### config.mk
export PLATFORM = sky130hd
export DESIGN_NAME = multi_port_stream_issuer
export DESIGN_NICKNAME = d
export VERILOG_FILES = /design/src/rtl/multi_port_stream_issuer_pkg.sv /design/src/rtl/multi_port_stream_issuer_lane_compactor.sv /design/src/rtl/multi_port_stream_issuer.sv
export SDC_FILE = /design/constraint.sdc
export NUM_CORES = 1
export LEC_CHECK = 0
export BUFFER_PORTS_ARGS = -buffer_cell sky130_fd_sc_hd__clkbuf_2
export CAP_MARGIN = 20
export CORE_MARGIN = 1
export CORE_UTILIZATION = 55
export DETAILED_ROUTE_END_ITERATION = 12
export PLACE_DENSITY = 0.9
export SLEW_MARGIN = 15
export SYNTH_ARGS = -nofsm -noshare
export SYNTH_HDL_FRONTEND = slang
export SYNTH_SLANG_ARGS = --single-unit
### constraint.sdc
create_clock -name clk -period 9.55 [get_ports clk]
set_clock_uncertainty 0.15 [all_clocks]
set_input_delay 0.955 -clock clk [delete_from_list [all_inputs] [get_ports clk]]
set_output_delay 0.955 -clock clk [all_outputs]
set_load 0.05 [all_outputs]
### src/rtl/multi_port_stream_issuer_pkg.sv
// Shared defaults and sizing helpers for the multi-port stream issuer.
package multi_port_stream_issuer_pkg;

    localparam int unsigned DefLaneNum   = 4;
    localparam int unsigned DefDataWidth = 32;

    // Bits needed to hold a count in the range 0..n.
    function automatic int unsigned cnt_width(input int unsigned n);
        return $clog2(n + 1);
    endfunction

endpackage

### src/rtl/multi_port_stream_issuer_lane_compactor.sv
// Packs the masked lanes of a bundle into slots 0..k-1 in ascending lane order.
module stream_lane_compactor
    import multi_port_stream_issuer_pkg::*;
#(
    parameter int unsigned LaneNum   = DefLaneNum,
    parameter int unsigned DataWidth = DefDataWidth
) (
    input  logic [LaneNum-1:0]                       mask_i,
    input  logic [LaneNum-1:0][DataWidth-1:0]        payload_i,
    output logic [LaneNum-1:0][DataWidth-1:0]        payload_o,
    output logic [$clog2(LaneNum+1)-1:0]             cnt_o
);

    localparam int unsigned CntW = cnt_width(LaneNum);
    localparam int unsigned IdxW = (LaneNum > 1) ? $clog2(LaneNum) : 1;

    logic [CntW-1:0] pos;

    always_comb begin
        payload_o = '0;
        pos       = '0;
        for (int i = 0; i < LaneNum; i++) begin
            if (mask_i[i]) begin
                payload_o[IdxW'(pos)] = payload_i[i];
                pos                   = pos + CntW'(1);
            end
        end
        cnt_o = pos;
    end

endmodule

### src/rtl/multi_port_stream_issuer.sv
// Holds one compacted bundle and issues it as a contiguous lane prefix into a multi-port FIFO.
module multi_port_stream_issuer
    import multi_port_stream_issuer_pkg::*;
#(
    parameter int unsigned LaneNum   = DefLaneNum,
    parameter int unsigned DataWidth = DefDataWidth
) (
    input  logic                                clk,
    input  logic                                rst,
    input  logic                                in_vld_i,
    input  logic [LaneNum-1:0]                  in_mask_i,
    input  logic [LaneNum-1:0][DataWidth-1:0]   in_payload_i,
    output logic                                in_rdy_o,
    output logic [LaneNum-1:0]                  out_vld_o,
    output logic [LaneNum-1:0][DataWidth-1:0]   out_payload_o,
    input  logic [LaneNum-1:0]                  out_rdy_i,
    input  logic                                flush_i,
    output logic                                busy_o
);

    localparam int unsigned CntW = cnt_width(LaneNum);

    logic [CntW-1:0]                    cnt_q, cnt_d;
    logic [LaneNum-1:0][DataWidth-1:0]  slot_q, slot_d;

    logic [LaneNum-1:0]                 used;
    logic [LaneNum-1:0]                 fire;
    logic [CntW-1:0]                    acc_cnt;
    logic                               load;

    logic [LaneNum-1:0][DataWidth-1:0]  load_payload;
    logic [CntW-1:0]                    load_cnt;
    logic [LaneNum-1:0][DataWidth-1:0]  shift_payload;
    logic [CntW-1:0]                    shift_cnt;

    // Valid only on a prefix: lane i fires when all lower lanes are ready.
    always_comb begin
        logic run;
        used      = '0;
        out_vld_o = '0;
        run       = 1'b1;
        for (int i = 0; i < LaneNum; i++) begin
            used[i]      = (CntW'(i) < cnt_q);
            out_vld_o[i] = used[i] & run;
            run          = run & out_rdy_i[i];
        end
        fire    = out_vld_o & out_rdy_i;
        acc_cnt = '0;
        for (int i = 0; i < LaneNum; i++) begin
            acc_cnt = acc_cnt + CntW'(fire[i]);
        end
    end

    assign out_payload_o = slot_q;
    assign busy_o        = (cnt_q != '0);
    assign in_rdy_o      = ~flush_i & ((cnt_q == '0) | (acc_cnt == cnt_q));
    assign load          = in_vld_i & in_rdy_o;

    stream_lane_compactor #(
        .LaneNum   (LaneNum),
        .DataWidth (DataWidth)
    ) u_load_compactor (
        .mask_i    (in_mask_i),
        .payload_i (in_payload_i),
        .payload_o (load_payload),
        .cnt_o     (load_cnt)
    );

    // Leftover entries after a partial drain are re-packed down to slot 0.
    stream_lane_compactor #(
        .LaneNum   (LaneNum),
        .DataWidth (DataWidth)
    ) u_shift_compactor (
        .mask_i    (used & ~fire),
        .payload_i (slot_q),
        .payload_o (shift_payload),
        .cnt_o     (shift_cnt)
    );

    always_comb begin
        cnt_d  = cnt_q;
        slot_d = slot_q;
        if (flush_i) begin
            cnt_d = '0;
        end else if (load) begin
            cnt_d  = load_cnt;
            slot_d = load_payload;
        end else if (acc_cnt != '0) begin
            cnt_d  = shift_cnt;
            slot_d = shift_payload;
        end
    end

    always_ff @(posedge clk or posedge rst) begin
        if (rst) begin
            cnt_q <= '0;
        end else begin
            cnt_q <= cnt_d;
        end
    end

    // Payload storage is qualified by cnt_q, so it carries no reset.
    always_ff @(posedge clk) begin
        slot_q <= slot_d;
    end

endmodule

* After elaboration in Yosys (flattened, before gate mapping) *
Index checks and enable logic that the tools add are counted.

cells by class
  add/subtract/negate cells = 9
  $lt $le $gt $ge = 16
  equality and inequality tests = 1
  mux-type cells = 39
  bitwise logic cells = 12
  reduce and logical (&&, ||, !) cells = 12

operators with widths
  kind                                                                   number
  128-bit 2-to-1 mux                                                     8
  128-bit bitwise mux                                                    6
  32-bit demux with 2-bit select                                         6
  32-bit 2-to-1 mux                                                      8
  3-bit 2-to-1 mux                                                       9
  3-bit by 1-bit adder with 3-bit output, second input constant          4
  2-bit by 3-bit < comparator with 1-bit output, second input constant   4
  3-bit nonzero test                                                     3
  4-bit bitwise AND                                                      2
  2-bit by 1-bit >= comparator with 1-bit output, second input constant  4
  1-bit bitwise AND                                                      7
  1-bit logical AND                                                      6
  1-bit by 3-bit < comparator with 1-bit output, first input constant    2
  1-bit by 3-bit < comparator with 1-bit output, second input constant   2
  2-bit by 3-bit < comparator with 1-bit output, first input constant    2
  1-bit by 1-bit adder with 2-bit output, second input constant          2
  4-bit NOT                                                              1
  2-bit by 1-bit adder with 3-bit output                                 1
  3-bit by 1-bit adder with 3-bit output                                 1
  3-bit == test                                                          1
  3-bit logical NOT                                                      1
  1-bit by 1-bit adder with 2-bit output                                 1
  1-bit >= comparator, second input constant                             2
  1-bit 2-to-1 mux                                                       2
  other kinds (4)                                                        4

word-level totals
  register bits = 131
  bits of input ports = 140
  output and inout bits = 134
  word-level logic and storage cells = 94

* Logic depth before layout (Yosys ltp) *
Gate-level depths: netlist (run 1).

  word-level depth = 19
  gate-level depth with buffers = 17
  mapped depth without buffers = 12

* Cells and area by module *
Synthesis (run 1) repeated with hierarchy kept, for this count alone.

unflattened totals
  cells, all modules = 1,214
  area total of the unflattened synthesis = 13,022.5 µm²

modules (own cells, without submodules)
  module                    instances  cells an instance  area an instance (µm²)
  stream_lane_compactor     2          442                3,326.9
  multi_port_stream_issuer  1          330                6,368.6

* Least setup slack after synthesis (run 1) *
OpenSTA, ideal clock, no wires.

  path type = input to register
  from = in out_rdy_i[0]
  to = reg slot_q, in the netlist out_payload_o[0] (enable)
  data arrival time = 6.721 ns
  data required time = 8.848 ns
  path slack = 2.127 ns
  stages on the path = 9
  cell sequence = buf_2 > and3_1 > and3_1 > fa_1 > ha_1 > ha_1 > or3_1 > a21oi_1 > nor2_1

between the ends
  longest elaborated chain between the ends = 11

ends and longest elaborated chain
  what                                                                                RTL line                                                        text
  from (decl)                                                                         multi_port_stream_issuer.sv:16                                  input logic [LaneNum-1:0] out_rdy_i,
  1-bit bitwise AND, on equally long branches                                         multi_port_stream_issuer.sv:44, multi_port_stream_issuer.sv:45
  4-bit bitwise AND (*)                                                               multi_port_stream_issuer.sv:47                                  fire = out_vld_o & out_rdy_i;
  1-bit by 1-bit adder with 2-bit output, or another cell as far along                multi_port_stream_issuer.sv:50                                  acc_cnt = acc_cnt + CntW'(fire[i]);
  2-bit by 1-bit adder with 3-bit output / 4-bit bitwise AND (equally long branches)  multi_port_stream_issuer.sv:50, multi_port_stream_issuer.sv:47
  3-bit by 1-bit adder with 3-bit output (*)                                          multi_port_stream_issuer.sv:50
  3-bit == test                                                                       multi_port_stream_issuer.sv:56                                  assign in_rdy_o = ~flush_i & ((cnt_q == '0) | (acc_cnt == cnt_q));
  1-bit OR                                                                            multi_port_stream_issuer.sv:56
  1-bit bitwise AND                                                                   multi_port_stream_issuer.sv:56
  1-bit bitwise AND                                                                   multi_port_stream_issuer.sv:57                                  assign load = in_vld_i & in_rdy_o;
  2-bit nonzero test (no line) (*)                                                    -
  2-bit AND reduction (no line) (*)                                                   -
  to (signal assigned)                                                                multi_port_stream_issuer.sv:104                                 slot_q <= slot_d;
  to (decl)                                                                           multi_port_stream_issuer.sv:24                                  logic [LaneNum-1:0][DataWidth-1:0] slot_q, slot_d;

Mark *: on every way between the ends. The rest lies on a longest branch, timed or not.
A chain may end at the register's enable or synchronous reset.

* Final worst setup path (run 1) *
  from = reg cnt_q[2]
  to = reg slot_q, in the netlist out_payload_o[116], data pin

between the ends
  longest elaborated chain between the ends = 17

ends and longest elaborated chain
  what                                                                                               RTL line                                                                                      text
  from (decl)                                                                                        multi_port_stream_issuer.sv:23                                                                logic [CntW-1:0] cnt_q, cnt_d;
  from (signal assigned)                                                                             multi_port_stream_issuer.sv:98                                                                cnt_q <= cnt_d;
  1-bit by 3-bit < comparator with 1-bit output                                                      multi_port_stream_issuer.sv:43                                                                used[i] = (CntW'(i) < cnt_q);
  4-bit bitwise AND                                                                                  multi_port_stream_issuer.sv:47
  4-bit NOT                                                                                          multi_port_stream_issuer.sv:74                                                                .mask_i (used & ~fire),
  4-bit bitwise AND                                                                                  multi_port_stream_issuer.sv:74
  1-bit 2-to-1 mux                                                                                   multi_port_stream_issuer_lane_compactor.sv:23                                                 if (mask_i[i]) begin
  1-bit by 1-bit adder with 2-bit output, or another cell as far along                               multi_port_stream_issuer_lane_compactor.sv:25                                                 pos = pos + CntW'(1);
  3-bit 2-to-1 mux / 1-bit logical AND (equally long branches)                                       multi_port_stream_issuer_lane_compactor.sv:23, multi_port_stream_issuer_lane_compactor.sv:24
  3-bit by 1-bit adder with 3-bit output, or another cell as far along                               multi_port_stream_issuer_lane_compactor.sv:25
  3-bit 2-to-1 mux, or another cell as far along                                                     multi_port_stream_issuer_lane_compactor.sv:23
  2-bit by 3-bit < comparator with 1-bit output (not written as such), or another cell as far along  multi_port_stream_issuer_lane_compactor.sv:24                                                 payload_o[IdxW'(pos)] = payload_i[i];
  1-bit logical AND (not written as such), or another cell as far along                              multi_port_stream_issuer_lane_compactor.sv:24
  32-bit 2-to-1 mux (not written as such) / 128-bit bitwise mux (equally long branches)              multi_port_stream_issuer_lane_compactor.sv:24
  32-bit demux with 2-bit select / 128-bit 2-to-1 mux (equally long branches)                        -
  128-bit bitwise mux                                                                                multi_port_stream_issuer_lane_compactor.sv:24
  128-bit 2-to-1 mux                                                                                 multi_port_stream_issuer_lane_compactor.sv:23
  128-bit 2-to-1 mux                                                                                 multi_port_stream_issuer.sv:88                                                                end else if (acc_cnt != '0) begin
  128-bit 2-to-1 mux (*)                                                                             multi_port_stream_issuer.sv:85                                                                end else if (load) begin

Mark *: on every way between the ends. The rest lies on a longest branch, timed or not. The select of a mux whose other input is x is not followed.

==> results of run 1 <==
[cell type report]
class	instances	area (um2)
clock buffers	18	429.2
clock inverters	13	112.6
fillers	1380	6106
inverters	46	172.7
multi-input cells	764	5737
flip-flops and latches	131	3919
well taps	229	286.5
repair buffers	286	1508
[synth_stat cells, drive strengths merged, types with 2 or more instances]
master / number / area (um2)
mux2i: 191 / 1912
o21ai: 133 / 665.6
edfxtp: 128 / 3844
a22oi: 96 / 720.7
nand2: 81 / 304.0
clkbuf: 74 / 279.0
a221oi: 63 / 551.8
nor2: 51 / 191.4
inv: 46 / 172.7
buf: 37 / 382.9
a221o: 32 / 320.3
a2bb2oi: 31 / 271.5
ha: 16 / 200.2
nand3: 9 / 45.04
a21oi: 8 / 40.04
and2: 6 / 37.54
and3: 6 / 37.54
nor3: 5 / 25.02
o211ai: 4 / 30.03
dfrtp: 3 / 75.07
a31oi: 2 / 12.51
a32oi: 2 / 17.52
nor2b: 2 / 12.51
o31ai: 2 / 15.01
xnor2: 2 / 17.52
xor2: 2 / 17.52
[sequential cells by signal (all words and copies together), names as in the netlist]
name	flops
cnt_q	3
out_payload_o	128
[layer usage]
metal	up-vias	global-route usage (%)	routed length (um)
met5	-	0	0
met4	0	22.92	2036
met3	233	10.98	5443
met2	1124	60.25	17330
met1	4990	45.91	13020
li1	4497	-	-
[logic make-up (layout without fill, tap and decap cells)]
logic type,Yosys count,count (layout),share of synthesized area (%)
and+or+nand+nor,168,168,6.943
DFF,131,131,37.69
buffers and inverters,157,363,8.026
AOI/OAI and AO/OA,383,383,26.40
muxes,192,192,18.49
adders and majority gates,17,17,2.118
xor gates and xnor gates,4,4,0.3370
[power breakdown]
| group | internal [mW] | total (mW) | switching (mW) | leakage [nW] |
|---|---|---|---|---|
| clock network | 0.356 | 0.624 | 0.269 | 0.264 |
| registers | 1.02 | 1.30 | 0.281 | 1.28 |
| logic | 0.767 | 2.65 | 1.88 | 3.57 |
[worst paths after layout]
kind	cells after the start	to	from
min	2	cnt_q[1]$_DFFE_PP0P_	rst
max in group asynchronous	2	cnt_q[0]$_DFFE_PP0P_	rst
min in group clk	2	out_payload_o[21]$_DFFE_PP_	out_payload_o[117]$_DFFE_PP_
max reg2reg	13	out_payload_o[116]$_DFFE_PP_	cnt_q[2]$_DFFE_PP0P_
max	13	out_payload_o[116]$_DFFE_PP_	cnt_q[2]$_DFFE_PP0P_
min reg2reg	2	out_payload_o[21]$_DFFE_PP_	out_payload_o[117]$_DFFE_PP_
[stage by stage]
stage               utilization (%)  hold WS (ns)  area, um2  instances
finish                        66.58        0.2252      12160       1487
global route                  66.58        0.2484      12160       1487
CTS                           66.37        0.2338      12130       1485
detailed placement            63.40        0.5590      11580       1454
global placement              63.22        0.5380      11550       1453
floorplan                         -        0.5586      10400       1052
==> impl_metrics.csv, run 1 <==
group,metric,value,unit
setup_path,cp_capture_type,"register",
timing,slew_viol_final,0,
timing,timing.setup.tns,0,ns
cts,number_of_buffers_created_by_cts,17,
cells_and_area,syn_to_final_growth,16.98,%
setup_path,critical-path-top-delay-family,"buffers and inverters",
cells_and_area,layout_net_count,1403,
global_route,track_usage,38.01,%
global_route,grt_pass1_vias,10612,
synth,synth_enable_flop_cells,128,
power,power.static_leakage,5.115,nW
drt,remaining_drc_errors,0,
cells_and_area,layout.cells.most_common,"sky130_fd_sc_hd__clkbuf_2",
flow_run,drv_cap,0,
synth,yosys_most_used_dff,"sky130_fd_sc_hd__edfxtp_1",
timing,worst_pin_slew,1.129,ns
drt,route.vias.total,10844,
placement,port_buffers,273,
cts,cts_sinks,131,
drt,vias_per_cell,7.293,
drt,detail_route_antenna_nets,0,
setup_path,critical_path_arrival,5.45,ns
drt,routed_wl,37830,um
drt,post_drt_wl_per_cell,25.44,um
placement,pre_cts_ws,3.800,ns
cts,post_cts.resized_instances,0,
timing,rsz0062_at_grt,"false",
floorplanning,boundaryPins,274,
floorplanning,core_area,18270,um2
timing,setup_ws,4.085,ns
placement,place_congestion,0.9516,
timing,setup-violations-final,0,
cts,clock_path_buffers,2,
drt,detail_route.iter0.violations,1950,
setup_path,crit_type,"register to register",
global_route,grt_overflow,0,
setup_path,cp_data_required_time,9.53,ns
synth,warnings_from_yosys,0,
cts,worst_skew_pair.late_latency,0.43,ns
setup_path,worstSetupStartpointType,"register",
cells_and_area,layout-drive-gt1-share,27.27,%
power,vdd_ir_drop_max,0.1915,mV
global_route,grt_max_degree,65,
setup_path,worstPathCellList,"nor3_1, inv_1, and2_1, fa_1, ha_1, ha_1, and4bb_1, a31oi_1, o21a_2, a211oi_4, buf_6, buf_4, mux2i_1",
synth,postSynthNetCount,1209,
cells_and_area,layout_common_cells,"sky130_fd_sc_hd__clkbuf_2, sky130_fd_sc_hd__mux2i_1, sky130_fd_sc_hd__o21ai_0",
setup_path,critical_path.slowest_cell,"sky130_fd_sc_hd__buf_4",
outcome,status,"finished, final reports clean",
synth,synth.lib_cells_used.distinct,50,
power,design_power_total,4.575,mW
hold_path,timing.hold.worst.class,"input port to async pin",
drt,detail_route.first_pass.iterations,8,
timing,finalWorstPathRequiredPeriod,5.465,ns
power,power.density_cell_area,376.1,nW/um2
synth,post_synth.cell_area_avg,9.885,um2
timing,hold_violations,0,
floorplanning,rows,49,
timing,final.period_utilization,57.23,%
synth,synth.yosys.seq_area_share,37.68,%
setup_path,cp_num_buf_inv,3,
setup_path,crit_path_max_fanout,60,
cts,clk_root_buffer_cell,"sky130_fd_sc_hd__clkbuf_16",
synth,synthesis.instances,1052,
cts,ctsHoldBuffers,0,
cts,clk_pin_slew_worst_paths,0.06,ns
cts,cts_htree_levels,4,
timing,timing.max_slew.rel_slack,24.54,%
placement,place_hpwl,23690,um
cts,clock_tree_from_tritoncts,"yes",
cells_and_area,antenna-diode-count,0,
synth,post_synth_instance_area,10400,um2
floorplanning,die-height,139.5,um
setup_path,r2r_slack,4.08,ns
synth,yosys_register_bits,131,
floorplanning,floorplan.initialDensity,56.92,%
global_route,grt_first_pass_wirelength,57380,um
cts,post-cts-setup-buffers,0,
setup_path,library_cell_appearing_most_often_on_the_critical_path,"sky130_fd_sc_hd__ha_1",
floorplanning,die_area,19460,um2
global_route,initial_antenna_violation_count,0,
synth,async_flop_share,2.290,%
setup_path,critPathMaxStageDelay,0.82,ns
timing,max_frequency,183.0,MHz
floorplanning,die_width,139.5,um
Power figures use the tool's default switching activity.
==> inputs of run 2 (changes only) <==
ABC_AREA = 1   (was default)
CORE_UTILIZATION = 50   (was 55)
PLACE_DENSITY = 0.86   (was 0.9)
clock period = 4.9 ns   (was 9.55 ns; I/O delays follow)
==> run 2 against run 1 <==
  * Final area rose by 5.0%
  * Largest power group unchanged
  * Synthesized cell count rose by 46%
  * Highest routed layer unchanged
  * Largest cell class unchanged
  * Count of clock-buffer cells in the layout did not move
  * Critical path type unchanged
  * First-iteration DRC count fell by 7.6%
==> impl_metrics.csv, run 2 <==
group,metric,value,unit
global_route,grt_overflow,0,
cells_and_area,layout-drive-gt1-share,21.06,%
drt,detail_route.first_pass.iterations,6,
cts,clock_path_buffers,2,
drt,route.vias.total,12487,
cts,cts_sinks,131,
global_route,initial_antenna_violation_count,0,
drt,remaining_drc_errors,0,
power,power.density_cell_area,370.3,nW/um2
timing,rsz0062_at_grt,"false",
cts,clk_root_buffer_cell,"sky130_fd_sc_hd__clkbuf_16",
cts,cts_htree_levels,4,
synth,synthTopCellsByCount,"sky130_fd_sc_hd__nand2_1, sky130_fd_sc_hd__o21ai_0, sky130_fd_sc_hd__nand3_1, sky130_fd_sc_hd__inv_1, sky130_fd_sc_hd__edfxtp_1",
global_route,track_usage,35.64,%
synth,top_cells_by_area_in_the_synthesized_netlist,"sky130_fd_sc_hd__edfxtp_1, sky130_fd_sc_hd__nand2_1, sky130_fd_sc_hd__o21ai_0",
hold_path,min_path_cells,4,
flow_run,drv_cap,0,
synth,async_flop_share,2.290,%
timing,final.period_utilization,92.89,%
drt,detailroute.wirelength.met2,17840,um
drt,routed_wl,39710,um
floorplanning,boundaryPins,274,
cells_and_area,layout_net_count,1878,
synth,yosys.cell_count.top_type,"sky130_fd_sc_hd__nand2_1",
placement,port_buffers,273,
floorplanning,die_width,148.6,um
synth,post_synth_fa_ha_maj_area_fraction,2.050,%
floorplanning,rows,53,
outcome,status,"finished, final reports clean",
synth,synthesis.instances,1532,
drt,top_layer,"met4",
synth,synth_top_family_by_area,"simple AND/OR/NAND/NOR gates",
floorplanning,floorplan.initialDensity,51.10,%
synth,yosys_register_bits,131,
drt,post_drt_wl_per_cell,19.77,um
timing,finalWorstPathRequiredPeriod,4.551,ns
setup_path,worstPathCellList,"nand2_8, nor2_4, nand2_2, inv_2, fa_1, ha_2, ha_4, inv_2, nand2_1, nand2_1, nand3_2, nand2_2, nand3_4, buf_4, buf_4, a21oi_1, o21ai_0, nand2_1",
synth,postSynthNetCount,1689,
setup_path,cp_num_buf_inv,4,
setup_path,crit_start,"cnt_q[2]$_DFFE_PP0P_",
drt,routed-wl-met3,5755,um
cts,worst_skew_pair.late_latency,0.42,ns
setup_path,rr_endpoint,"out_payload_o[16]$_DFFE_PP_",
timing,timing.setup.tns,0,ns
drt,detail_route_antenna_nets,0,
cells_and_area,largest_register_ffs,128,
floorplanning,die-height,148.6,um
drt,detail_route.wirelength.met1,14230,um
synth,yosysTopAreaCellShare,35.78,%
setup_path,crit_path_max_fanout,99,
power,power.static_leakage,6.169,nW
cells_and_area,layout.cells.most_common,"sky130_fd_sc_hd__nand2_1",
global_route,grt_first_pass_wirelength,60780,um
synth,synth_compound_gate_area_share,24.30,%
timing,worst_pin_slew,1.112,ns
synth,synth.yosys.seq_area_share,36.48,%
setup_path,r2r_slack,0.35,ns
setup_path,critPathMaxStageDelay,0.88,ns
synth,yosys.area_share.xor_xnor,0.1631,%
setup_path,crit_cells,18,
setup_path,cp_capture_type,"register",
setup_path,crit_type,"register to register",
floorplanning,die_area,22080,um2
synth,synth_simple_gate_area_share,25.93,%
synth,synth_enable_flop_cells,128,
setup_path,timing.reg2reg.worst_path_depth,18,
cts,number_of_buffers_created_by_cts,17,
setup_path,regToRegStartpoint,"cnt_q[2]$_DFFE_PP0P_",
synth,library_cell_with_the_largest_summed_area_after_synthesis,"sky130_fd_sc_hd__edfxtp_1",
synth,synth.lib_cells_used.distinct,33,
cells_and_area,antenna-diode-count,0,
placement,place_congestion,0.8762,
timing,timing.max_slew.rel_slack,25.72,%
setup_path,critical-path-top-delay-family,"buffers and inverters",
synth,yosys_most_used_dff,"sky130_fd_sc_hd__edfxtp_1",
cts,clk_pin_slew_worst_paths,0.06,ns
timing,slew_viol_final,0,
cells_and_area,layout_common_cells,"sky130_fd_sc_hd__nand2_1, sky130_fd_sc_hd__clkbuf_2, sky130_fd_sc_hd__o21ai_0",
setup_path,critical_path.slowest_cell,"sky130_fd_sc_hd__buf_4",
cells_and_area,layout.filler_cells,1887,
cells_and_area,layout.area.seq,3919,um2
global_route,grt_max_degree,100,
cts,clock_tree_from_tritoncts,"yes",
placement,place_hpwl,24310,um
setup_path,critPathCapture,"out_payload_o[16]$_DFFE_PP_",
timing,hold_violations,0,
cells_and_area,layout.cells.non_filler,2008,
synth,multiplexer_share_of_the_synthesized_area,0,%
setup_path,worstSetupStartpointType,"register",
power,vdd_ir_drop_max,0.2950,mV
global_route,grt_pass1_vias,11604,
cts,post_cts.resized_instances,0,
hold_path,timing.hold.worst.class,"input port to register",
synth,post_synth.cell_area_avg,7.012,um2
synth,warnings_from_yosys,0,
hold_path,timing.hold.worst.start,"flush_i",
placement,numPlacedInstances,1976,
cells_and_area,total_area_of_multi_input_combinational_cells,5746,um2
timing,setup-violations-final,0,
timing,max_frequency,219.7,MHz
setup_path,critical_path_arrival,4.58,ns
setup_path,cp_data_required_time,4.93,ns
floorplanning,core_area,21020,um2
cells_and_area,syn_to_final_growth,18.84,%
drt,vias_per_cell,6.219,
drt,detail_route.iter0.violations,1802,
synth,post_synth_instance_area,10740,um2
setup_path,library_cell_appearing_most_often_on_the_critical_path,"sky130_fd_sc_hd__nand2_1",
-- run 2: how the worst min path moves through the flow --
| stage | end |
|---|---|
| 2_1_floorplan | cnt_q[0]$_DFFE_PP0P_ |
| 3_3_place_gp | cnt_q[0]$_DFFE_PP0P_ |
| 3_5_place_dp | cnt_q[0]$_DFFE_PP0P_ |
| 4_1_cts | cnt_q[2]$_DFFE_PP0P_ |
| 5_1_grt | cnt_q[2]$_DFFE_PP0P_ |
| 6_report | cnt_q[0]$_DFFE_PP0P_ |
-- run 2: metal layers --
layer	global-route usage (%)	vias up
met3	8.650	163
met1	44.70	5601
met2	55.12	1038
met5	0	-
li1	-	5685
met4	22.32	0
-- run 2: metrics by stage --
stage	util (%)	instance area (um2)	hold WS, ns	setup slack [ns]	power, mW
after global routing	60.73	12770	0.2301	0.08616	4.895
after CTS	60.73	12770	0.2130	0.4097	4.681
after floorplan	-	10820	0.09364	-0.1637	2.853
final	60.73	12770	0.2200	0.3486	4.728
after global placement	57.78	12150	0.1977	0.5081	3.307
after detailed placement	57.78	12150	0.1995	0.4314	3.337
-- run 2: report_power, final --
part           switching, mW  total, mW  internal (mW)  leakage (nW)
registers              0.151       1.61           1.46          1.26
logic                   1.34       1.75          0.413          4.61
clock network          0.520       1.37          0.848         0.292
total                   2.01       4.73           2.72          6.17
-- run 2: final cells by class --
class / instances / area share [%]
multi-input combinational: 1117 / 45.00
timing repair buffer: 295 / 12.11
sequential: 131 / 30.69
tap: 275 / 2.695
clock inverter: 13 / 1.431
inverter: 159 / 4.704
clock buffer: 18 / 3.361
-- run 2: logic make-up (layout without fill, tap and decap cells) --
| family | Yosys count | after routing |
|---|---|---|
| AND/OR/NAND/NOR | 652 | 652 |
| adder cells (fa/ha/maj) | 17 | 17 |
| buffers and inverters | 284 | 485 |
| AO/OA/AOI/OAI | 446 | 446 |
| flip-flops | 131 | 131 |
| XOR/XNOR | 2 | 2 |
-- run 2: repair_timing --
| action | CTS | global route |
|---|---|---|
| endpoints found under the setup margin | 0 | 0 |
| buffers inserted | 0 | 0 |
| hold endpoints to repair | 3 | 0 |
| hold buffers | 1 | 0 |
-- run 2: worst min-delay path, cell delays in order --
cell and delay (ns):
sky130_fd_sc_hd__clkbuf_2 0.10, sky130_fd_sc_hd__nor2_1 0.07, sky130_fd_sc_hd__nand2_1 0.06, sky130_fd_sc_hd__nand2_1 0.05
